===== config.mk =====
export PLATFORM = sky130hd
export DESIGN_NAME = im_fetch_arbiter_flat
export DESIGN_NICKNAME = d
export VERILOG_FILES = /design/src/rtl/im_fetch_arbiter_pkg.sv /design/src/rtl/im_fetch_arbiter_if.sv /design/src/rtl/im_fetch_arbiter_rr_pick.sv /design/src/rtl/im_fetch_arbiter.sv /design/src/flat_wrapper.sv
export SDC_FILE = /design/constraint.sdc
export NUM_CORES = 1
export LEC_CHECK = 0
export CAP_MARGIN = 20
export CORE_MARGIN = 2
export CORE_UTILIZATION = 36
export CTS_BUF_LIST = sky130_fd_sc_hd__clkbuf_8 sky130_fd_sc_hd__clkbuf_16
export DETAILED_ROUTE_END_ITERATION = 6
export GPL_TIMING_DRIVEN = 0
export MAX_ROUTING_LAYER = met4
export PLACE_DENSITY = 0.72
export SYNTH_ARGS = -nofsm -noshare
export SYNTH_HDL_FRONTEND = slang
export SYNTH_SLANG_ARGS = --single-unit
export TNS_END_PERCENT = 100

===== constraint.sdc =====
create_clock -name clk -period 2.6 [get_ports clk]
set_clock_uncertainty 0.05 [all_clocks]
set_input_delay 0.52 -clock clk [delete_from_list [all_inputs] [get_ports clk]]
set_output_delay 0.52 -clock clk [all_outputs]
set_load 0.05 [all_outputs]

===== src/rtl/im_fetch_arbiter_pkg.sv =====
// Shared constants for the instruction-memory fetch arbiter: default sizes,
// instruction opcodes and a small width helper.
package im_fetch_arbiter_pkg;

    localparam int unsigned NUM_C_DEF = 4;
    localparam int unsigned AW_DEF    = 16;
    localparam int unsigned DW_DEF    = 16;

    // Instruction opcodes. ENDOP marks the end of a core's program.
    localparam logic [15:0] NOP   = 16'd0;
    localparam logic [15:0] LDI   = 16'd1;
    localparam logic [15:0] LD    = 16'd2;
    localparam logic [15:0] ST    = 16'd3;
    localparam logic [15:0] ADD   = 16'd4;
    localparam logic [15:0] SUB   = 16'd5;
    localparam logic [15:0] MUL   = 16'd6;
    localparam logic [15:0] JMP   = 16'd7;
    localparam logic [15:0] JZ    = 16'd8;
    localparam logic [15:0] ENDOP = 16'd43;
    localparam logic [15:0] ADDM  = 16'd44;

    // Width of a core index; a single core still gets a 1-bit pointer.
    function automatic int unsigned ptr_width(input int unsigned n);
        return (n > 1) ? $clog2(n) : 1;
    endfunction

endpackage


===== src/rtl/im_fetch_arbiter_if.sv =====
// Bundle of the per-core fetch handshake and the instruction-memory port.
// master: cores plus memory (drive requests and read data).
// slave:  the arbiter.
interface im_fetch_arbiter_if import im_fetch_arbiter_pkg::*; #(
    parameter int unsigned NUM_C = NUM_C_DEF,
    parameter int unsigned AW    = AW_DEF,
    parameter int unsigned DW    = DW_DEF
) ();

    logic [NUM_C-1:0]    req;
    logic [NUM_C*AW-1:0] addr;
    logic [NUM_C-1:0]    gnt;
    logic [NUM_C-1:0]    rvalid;
    logic [NUM_C*DW-1:0] rdata;
    logic [NUM_C-1:0]    core_done;
    logic                all_done;
    logic                mem_en;
    logic [AW-1:0]       mem_addr;
    logic [DW-1:0]       mem_rdata;

    modport master (
        output req, addr, mem_rdata,
        input  gnt, rvalid, rdata, core_done, all_done, mem_en, mem_addr
    );

    modport slave (
        input  req, addr, mem_rdata,
        output gnt, rvalid, rdata, core_done, all_done, mem_en, mem_addr
    );

endinterface


===== src/rtl/im_fetch_arbiter_rr_pick.sv =====
// Round-robin picker: first eligible index at or above ptr, wrapping modulo NUM_C.
module rr_pick #(
    parameter int unsigned NUM_C = 4,
    parameter int unsigned PW    = 2
) (
    input  logic [NUM_C-1:0] eligible,
    input  logic [PW-1:0]    ptr,
    output logic [NUM_C-1:0] winner,
    output logic [PW-1:0]    win_idx,
    output logic             any
);

    // Scan NUM_C positions starting at ptr; the first hit wins.
    always_comb begin
        int unsigned j;
        winner  = '0;
        win_idx = '0;
        any     = 1'b0;
        j       = 0;
        for (int unsigned i = 0; i < NUM_C; i++) begin
            j = 32'(ptr) + i;
            if (j >= NUM_C) begin
                j = j - NUM_C;
            end
            if (!any && eligible[j[PW-1:0]]) begin
                any                 = 1'b1;
                winner[j[PW-1:0]]   = 1'b1;
                win_idx             = j[PW-1:0];
            end
        end
    end

endmodule


===== src/rtl/im_fetch_arbiter.sv =====
// Shares one synchronous-read instruction memory among NUM_C cores.
// One grant per cycle, round-robin; response returns a fixed two edges later.
module im_fetch_arbiter import im_fetch_arbiter_pkg::*; #(
    parameter int unsigned NUM_C = NUM_C_DEF,
    parameter int unsigned AW    = AW_DEF,
    parameter int unsigned DW    = DW_DEF
) (
    input logic              clk,
    input logic              rst_n,
    im_fetch_arbiter_if.slave bus
);

    localparam int unsigned PW = ptr_width(NUM_C);

    logic [PW-1:0]       ptr_q, ptr_d;
    logic [NUM_C-1:0]    eligible;
    logic [NUM_C-1:0]    win_onehot;
    logic [PW-1:0]       win_idx;
    logic                win_any;

    logic [NUM_C-1:0]    gnt_q;
    logic [NUM_C-1:0]    rvalid_q;
    logic [NUM_C*DW-1:0] rdata_q;
    logic [NUM_C-1:0]    done_q;
    logic                all_done_q;
    logic                mem_en_q;
    logic [AW-1:0]       mem_addr_q;

    // Stage 1 tracks the cycle the address is at memory, stage 2 the cycle data returns.
    logic                s1_valid_q, s2_valid_q;
    logic [PW-1:0]       s1_id_q, s2_id_q;

    // Finished cores are never granted again.
    assign eligible = bus.req & ~done_q;

    rr_pick #(
        .NUM_C (NUM_C),
        .PW    (PW)
    ) u_rr_pick (
        .eligible (eligible),
        .ptr      (ptr_q),
        .winner   (win_onehot),
        .win_idx  (win_idx),
        .any      (win_any)
    );

    // Advance the pointer past the winner; hold it when nobody is granted.
    always_comb begin
        ptr_d = ptr_q;
        if (win_any) begin
            ptr_d = (32'(win_idx) == NUM_C - 1) ? '0 : win_idx + 1'b1;
        end
    end

    // Grant, memory strobe, fetch pipeline and per-core completion state.
    always_ff @(posedge clk) begin
        if (!rst_n) begin
            ptr_q      <= '0;
            gnt_q      <= '0;
            mem_en_q   <= 1'b0;
            mem_addr_q <= '0;
            s1_valid_q <= 1'b0;
            s1_id_q    <= '0;
            s2_valid_q <= 1'b0;
            s2_id_q    <= '0;
            rvalid_q   <= '0;
            rdata_q    <= '0;
            done_q     <= '0;
            all_done_q <= 1'b0;
        end else begin
            ptr_q      <= ptr_d;
            gnt_q      <= win_onehot;
            mem_en_q   <= win_any;
            if (win_any) begin
                mem_addr_q <= bus.addr[win_idx*AW +: AW];
            end
            s1_valid_q <= win_any;
            s1_id_q    <= win_idx;
            s2_valid_q <= s1_valid_q;
            s2_id_q    <= s1_id_q;
            rvalid_q   <= '0;
            if (s2_valid_q) begin
                rvalid_q[s2_id_q]             <= 1'b1;
                rdata_q[s2_id_q*DW +: DW]     <= bus.mem_rdata;
                if (bus.mem_rdata == DW'(ENDOP)) begin
                    done_q[s2_id_q] <= 1'b1;
                end
            end
            all_done_q <= &done_q;
        end
    end

    assign bus.gnt       = gnt_q;
    assign bus.rvalid    = rvalid_q;
    assign bus.rdata     = rdata_q;
    assign bus.core_done = done_q;
    assign bus.all_done  = all_done_q;
    assign bus.mem_en    = mem_en_q;
    assign bus.mem_addr  = mem_addr_q;

endmodule


===== src/flat_wrapper.sv =====
// flat-port wrapper written by rule: the top's interface ports become plain ports
module im_fetch_arbiter_flat import im_fetch_arbiter_pkg::*;
#(
    parameter int unsigned NUM_C = NUM_C_DEF,
    parameter int unsigned AW    = AW_DEF,
    parameter int unsigned DW    = DW_DEF
)
  (clk, rst_n, bus_req, bus_addr, bus_mem_rdata, bus_gnt, bus_rvalid, bus_rdata, bus_core_done, bus_all_done, bus_mem_en, bus_mem_addr);
  im_fetch_arbiter_if #(.NUM_C(NUM_C), .AW(AW), .DW(DW)) bus_i ();
  input logic clk;
  input logic rst_n;
  input wire logic [$bits(bus_i.req)-1:0] bus_req;
  input wire logic [$bits(bus_i.addr)-1:0] bus_addr;
  input wire logic [$bits(bus_i.mem_rdata)-1:0] bus_mem_rdata;
  output wire logic [$bits(bus_i.gnt)-1:0] bus_gnt;
  output wire logic [$bits(bus_i.rvalid)-1:0] bus_rvalid;
  output wire logic [$bits(bus_i.rdata)-1:0] bus_rdata;
  output wire logic [$bits(bus_i.core_done)-1:0] bus_core_done;
  output wire logic [$bits(bus_i.all_done)-1:0] bus_all_done;
  output wire logic [$bits(bus_i.mem_en)-1:0] bus_mem_en;
  output wire logic [$bits(bus_i.mem_addr)-1:0] bus_mem_addr;
  assign bus_i.req = bus_req;
  assign bus_i.addr = bus_addr;
  assign bus_i.mem_rdata = bus_mem_rdata;
  assign bus_gnt = bus_i.gnt;
  assign bus_rvalid = bus_i.rvalid;
  assign bus_rdata = bus_i.rdata;
  assign bus_core_done = bus_i.core_done;
  assign bus_all_done = bus_i.all_done;
  assign bus_mem_en = bus_i.mem_en;
  assign bus_mem_addr = bus_i.mem_addr;
  im_fetch_arbiter #(.NUM_C(NUM_C), .AW(AW), .DW(DW)) u_core (.clk(clk), .rst_n(rst_n), .bus(bus_i));
endmodule

==> run_results.csv <==
group,metric,value,unit
status,status,"finished clean",
synth,ys_seq_elements,101,
synth,ys_seq_area_share,46.4,%
floorplan,num_rows,40,
timing,rsz0062_at_grt,"true",
synth,synth_top_family_by_area,"compound AO/OA/AOI/OAI gates",
min_path,holdPathStages,1,
synth,synth_xor_area_share,0,%
timing,fin_crit_sh,99.6,%
finish,n_antenna_cell,0,
clock_network,cts-htree-levels,3,
clock_network,cts.sinks,101,
finish,layout-drive-gt1-share,14.5,%
setup_path,required,2.78,ns
synth,ys_warn_count,0,
setup_path,crit_buf_inv,3,
synth,netlist_instances,463,
power,p_leak,2.61,nW
clock_network,path_clk_slew,0.07,ns
timing,max_slew_margin,46.0,%
global_route,grt_overflow,0,
clock_network,clockBufferDepth,2,
timing,max_freq,386,MHz
global_route,grt_usage,23.3,%
clock_network,cts_tree,"yes",
place,dp_hpwl,11100,microns
synth,synth_compound_area_share,28.6,%
synth,yosys.area_share.simple,15.3,%
setup_path,start_kind,"flip-flop",
place,place_ws,-0.656,ns
setup_path,cp-end-kind,"flip-flop",
power,power_density,890,nW/um^2
synth,synth_top_flop_cell,"dfxtp_1",
drt,initialDrtViolationCount,368,
global_route,grt_pass1_wl,23100,microns
drt,routed_via_density,5.61,
floorplan,initial_core_util,36.6,%
synth,synth.net_count,565,
timing,finalHoldViolCount,0,
drt,ant_nets,0,
clock_network,clk_latency,0.34,ns
floorplan,die_area,13000,sq um
finish,fillers,1060,
place,gp_congestion,0.832,
floorplan,core,11900,sq um
floorplan,die_w,114,microns
synth,postSynthAreaPerCell,9.40,sq um
synth,yosysUniqueCellTypes,44,
finish,multi_input_area,2300,sq um
place,numPortBuffers,179,
floorplan,die_h,114,microns
timing,worstMarginPinSlew,0.802,ns
timing,final-setup-viol-count,0,
synth,synth_edf_count,0,
drt,wl,15400,microns
setup_path,crit_family,"compound AO/OA/AOI/OAI gates",
synth,async_flop_share,0,%
drt,firstDrtPassIters,7,
setup_path,worstSetupPathType,"flip-flop to flip-flop",
finish,syn_to_final_growth,61.6,%
power,vdd_drop_max,0.746,mV
global_route,grt_pass1_vias,4544,
setup_path,reg2regPathDepth,10,
job,drv_cap,0,
clock_network,cts_root_buf,"clkbuf_16",
synth,synthAdderAreaFrac,4.60,%
clock_network,hold_buffers,0,
finish,post-route-util,59.1,%
clock_network,cts_made_buffers,9,
drt,vias,4659,
timing,period_needed,2.59,ns
timing,fin_ws,0.0112,ns
setup_path,critPathSlowestCell,"dfxtp_4",
global_route,grt_max_degree,19,
setup_path,critPathMaxFanout,6,
finish,nets,781,
setup_path,cp_cell_sequence,"clkinvlp_4 -> ha_4 -> mux4_2 -> o221ai_4 -> buf_6 -> o211ai_4 -> buf_12 -> a221o_1 -> a21oi_2 -> a21oi_1",
global_route,antenna_found_initial,0,
setup_path,cpPeakStageDelay,0.40,ns
timing,final_max_slew_viol_count,0,
setup_path,cp.depth,10,
min_path,holdCritPathClass,"flip-flop to flip-flop",
synth,synth_mux_area_share,1.26,%
setup_path,arrival,2.77,ns
floorplan,ioPinCount,180,
finish,regArea,2030,sq um
drt,drcViolationCount,0,
drt,route.detailed.wl_per_inst,18.5,microns
synth,syn_area,4350,sq um
[worst reg2reg max path, stage by stage, from the launching register on]
cell and delay, ns:
dfxtp_4 0.40, clkinvlp_4 0.13, ha_4 0.29, mux4_2 0.37
o221ai_4 0.26, buf_6 0.14, o211ai_4 0.13, buf_12 0.17
a221o_1 0.34, a21oi_2 0.14, a21oi_1 0.05
[per-stage QoR]
stage | cells | area (sq um) | total power, mW | TNS [ns] | hold slack, ns
CTS | 823 | 6910 | 6.03 | 0 | 0.388
global route | 831 | 7040 | 6.52 | -0.484 | 0.393
floorplan | 463 | 4360 | 3.59 | 0 | 0.362
detailed placement | 791 | 6350 | 4.38 | -12.53 | 0.372
global placement | 789 | 6330 | 4.33 | -12.27 | 0.370
finish | 831 | 7040 | 6.26 | 0 | 0.386
[registers in the layout (all words and copies together), names as in the netlist]
signal and count:
u_core.s2_valid_q 1, u_core.ptr_q 2, u_core.bus.core_done 4, u_core.bus.gnt 4, u_core.bus.mem_en 1, u_core.s2_id_q 2, u_core.bus.rdata 64, u_core.bus.rvalid 4
u_core.bus.mem_addr 16, u_core.bus.all_done 1, u_core.s1_id_q 2
[worst paths after layout]
kind | start | endpoint | slack [ns]
max | u_core.ptr_q[1]$_SDFFE_PN0P_ | u_core.bus.mem_addr[4]$_SDFFE_PN0P_ | 0.01
min | u_core.s1_id_q[1]$_SDFF_PN0_ | u_core.s2_id_q[1]$_SDFF_PN0_ | 0.39
max reg2reg | u_core.ptr_q[1]$_SDFFE_PN0P_ | u_core.bus.mem_addr[4]$_SDFFE_PN0P_ | 0.01
min reg2reg | u_core.s1_id_q[1]$_SDFF_PN0_ | u_core.s2_id_q[1]$_SDFF_PN0_ | 0.39
[per-layer routing]
layer | wire, microns | global-route usage, %
met4 | 459 | 8.54
met2 | 7480 | 39.4
met5 | 0 | -
met3 | 965 | 3.51
met1 | 6440 | 28.2
[repair_timing]
| action | 4_1_cts | 5_1_grt |
|---|---|---|
| endpoints found under the setup margin | 39 | 27 |
| setup buffers | 14 | 9 |
| gates resized for setup | 34 | 21 |
| hold endpoints to repair | 0 | 0 |
| cloned | 2 | 0 |
| pin swaps | 6 | 24 |
[cell usage in the layout, fill, tap and decap left out, types with 3 or more instances in the layout]
cell type / count
buf_4: 20
buf_6: 5
nor3_1: 5
clkdlybuf4s50_1: 175
clkbuf_4: 3
nand2_1: 32
and3_1: 5
dlygate4sd2_1: 3
and2_1: 4
a221o_1: 14
a22oi_1: 64
nor4b_1: 3
dfxtp_1: 96
dfxtp_2: 3
inv_1: 4
a221oi_2: 10
a21oi_1: 28
nand2b_1: 4
a221oi_1: 5
nor2b_4: 4
nor2_1: 78
a21oi_2: 11
a222oi_1: 4
clkbuf_16: 9
o211ai_1: 3
ha_1: 15
clkbuf_1: 20
buf_2: 4
[synthesized netlist by cell type, drive strengths merged (3+ instances only)]
cell type,count,share of area (%)
a21oi,39,4.5
a221o,14,3.2
a221oi,16,4.7
a222oi,4,0.92
a22oi,64,11
and2,4,0.57
and3,5,0.72
buf,9,1.5
clkbuf,22,1.9
dfxtp,101,46
ha,16,4.6
inv,6,0.52
nand2,32,2.8
nand2b,4,0.57
nor2,80,6.9
nor2b,4,0.57
nor3,5,0.57
nor4,3,0.43
nor4b,4,0.80
o211ai,5,1.3
[cell type report]
| type | instances | share of cell area, % |
|---|---|---|
| Multi-Input combinational cell | 325 | 32.7 |
| Timing Repair Buffer | 206 | 29.0 |
| Sequential cell | 101 | 28.9 |
| Clock buffer | 10 | 3.40 |
| Tap cell | 147 | 2.61 |
| Buffer | 30 | 2.28 |
| Clock inverter | 6 | 0.747 |
| Inverter | 6 | 0.409 |
[report_power, final]
group | total [mW] | switching [mW] | internal [mW] | leakage (nW)
clock | 1.32 | 0.627 | 0.695 | 0.143
combinational | 3.01 | 1.71 | 1.31 | 1.64
sequential | 1.93 | 0.182 | 1.75 | 0.825
total | 6.26 | 2.52 | 3.75 | 2.61
[cells by family after synthesis]
family | Yosys count
adder cells (fa/ha/maj) | 16
flip-flops | 101
multiplexers | 3
buffers and inverters | 37
AO/OA/AOI/OAI | 157
AND/OR/NAND/NOR | 149
No activity file was read; power rests on OpenSTA's default activity.
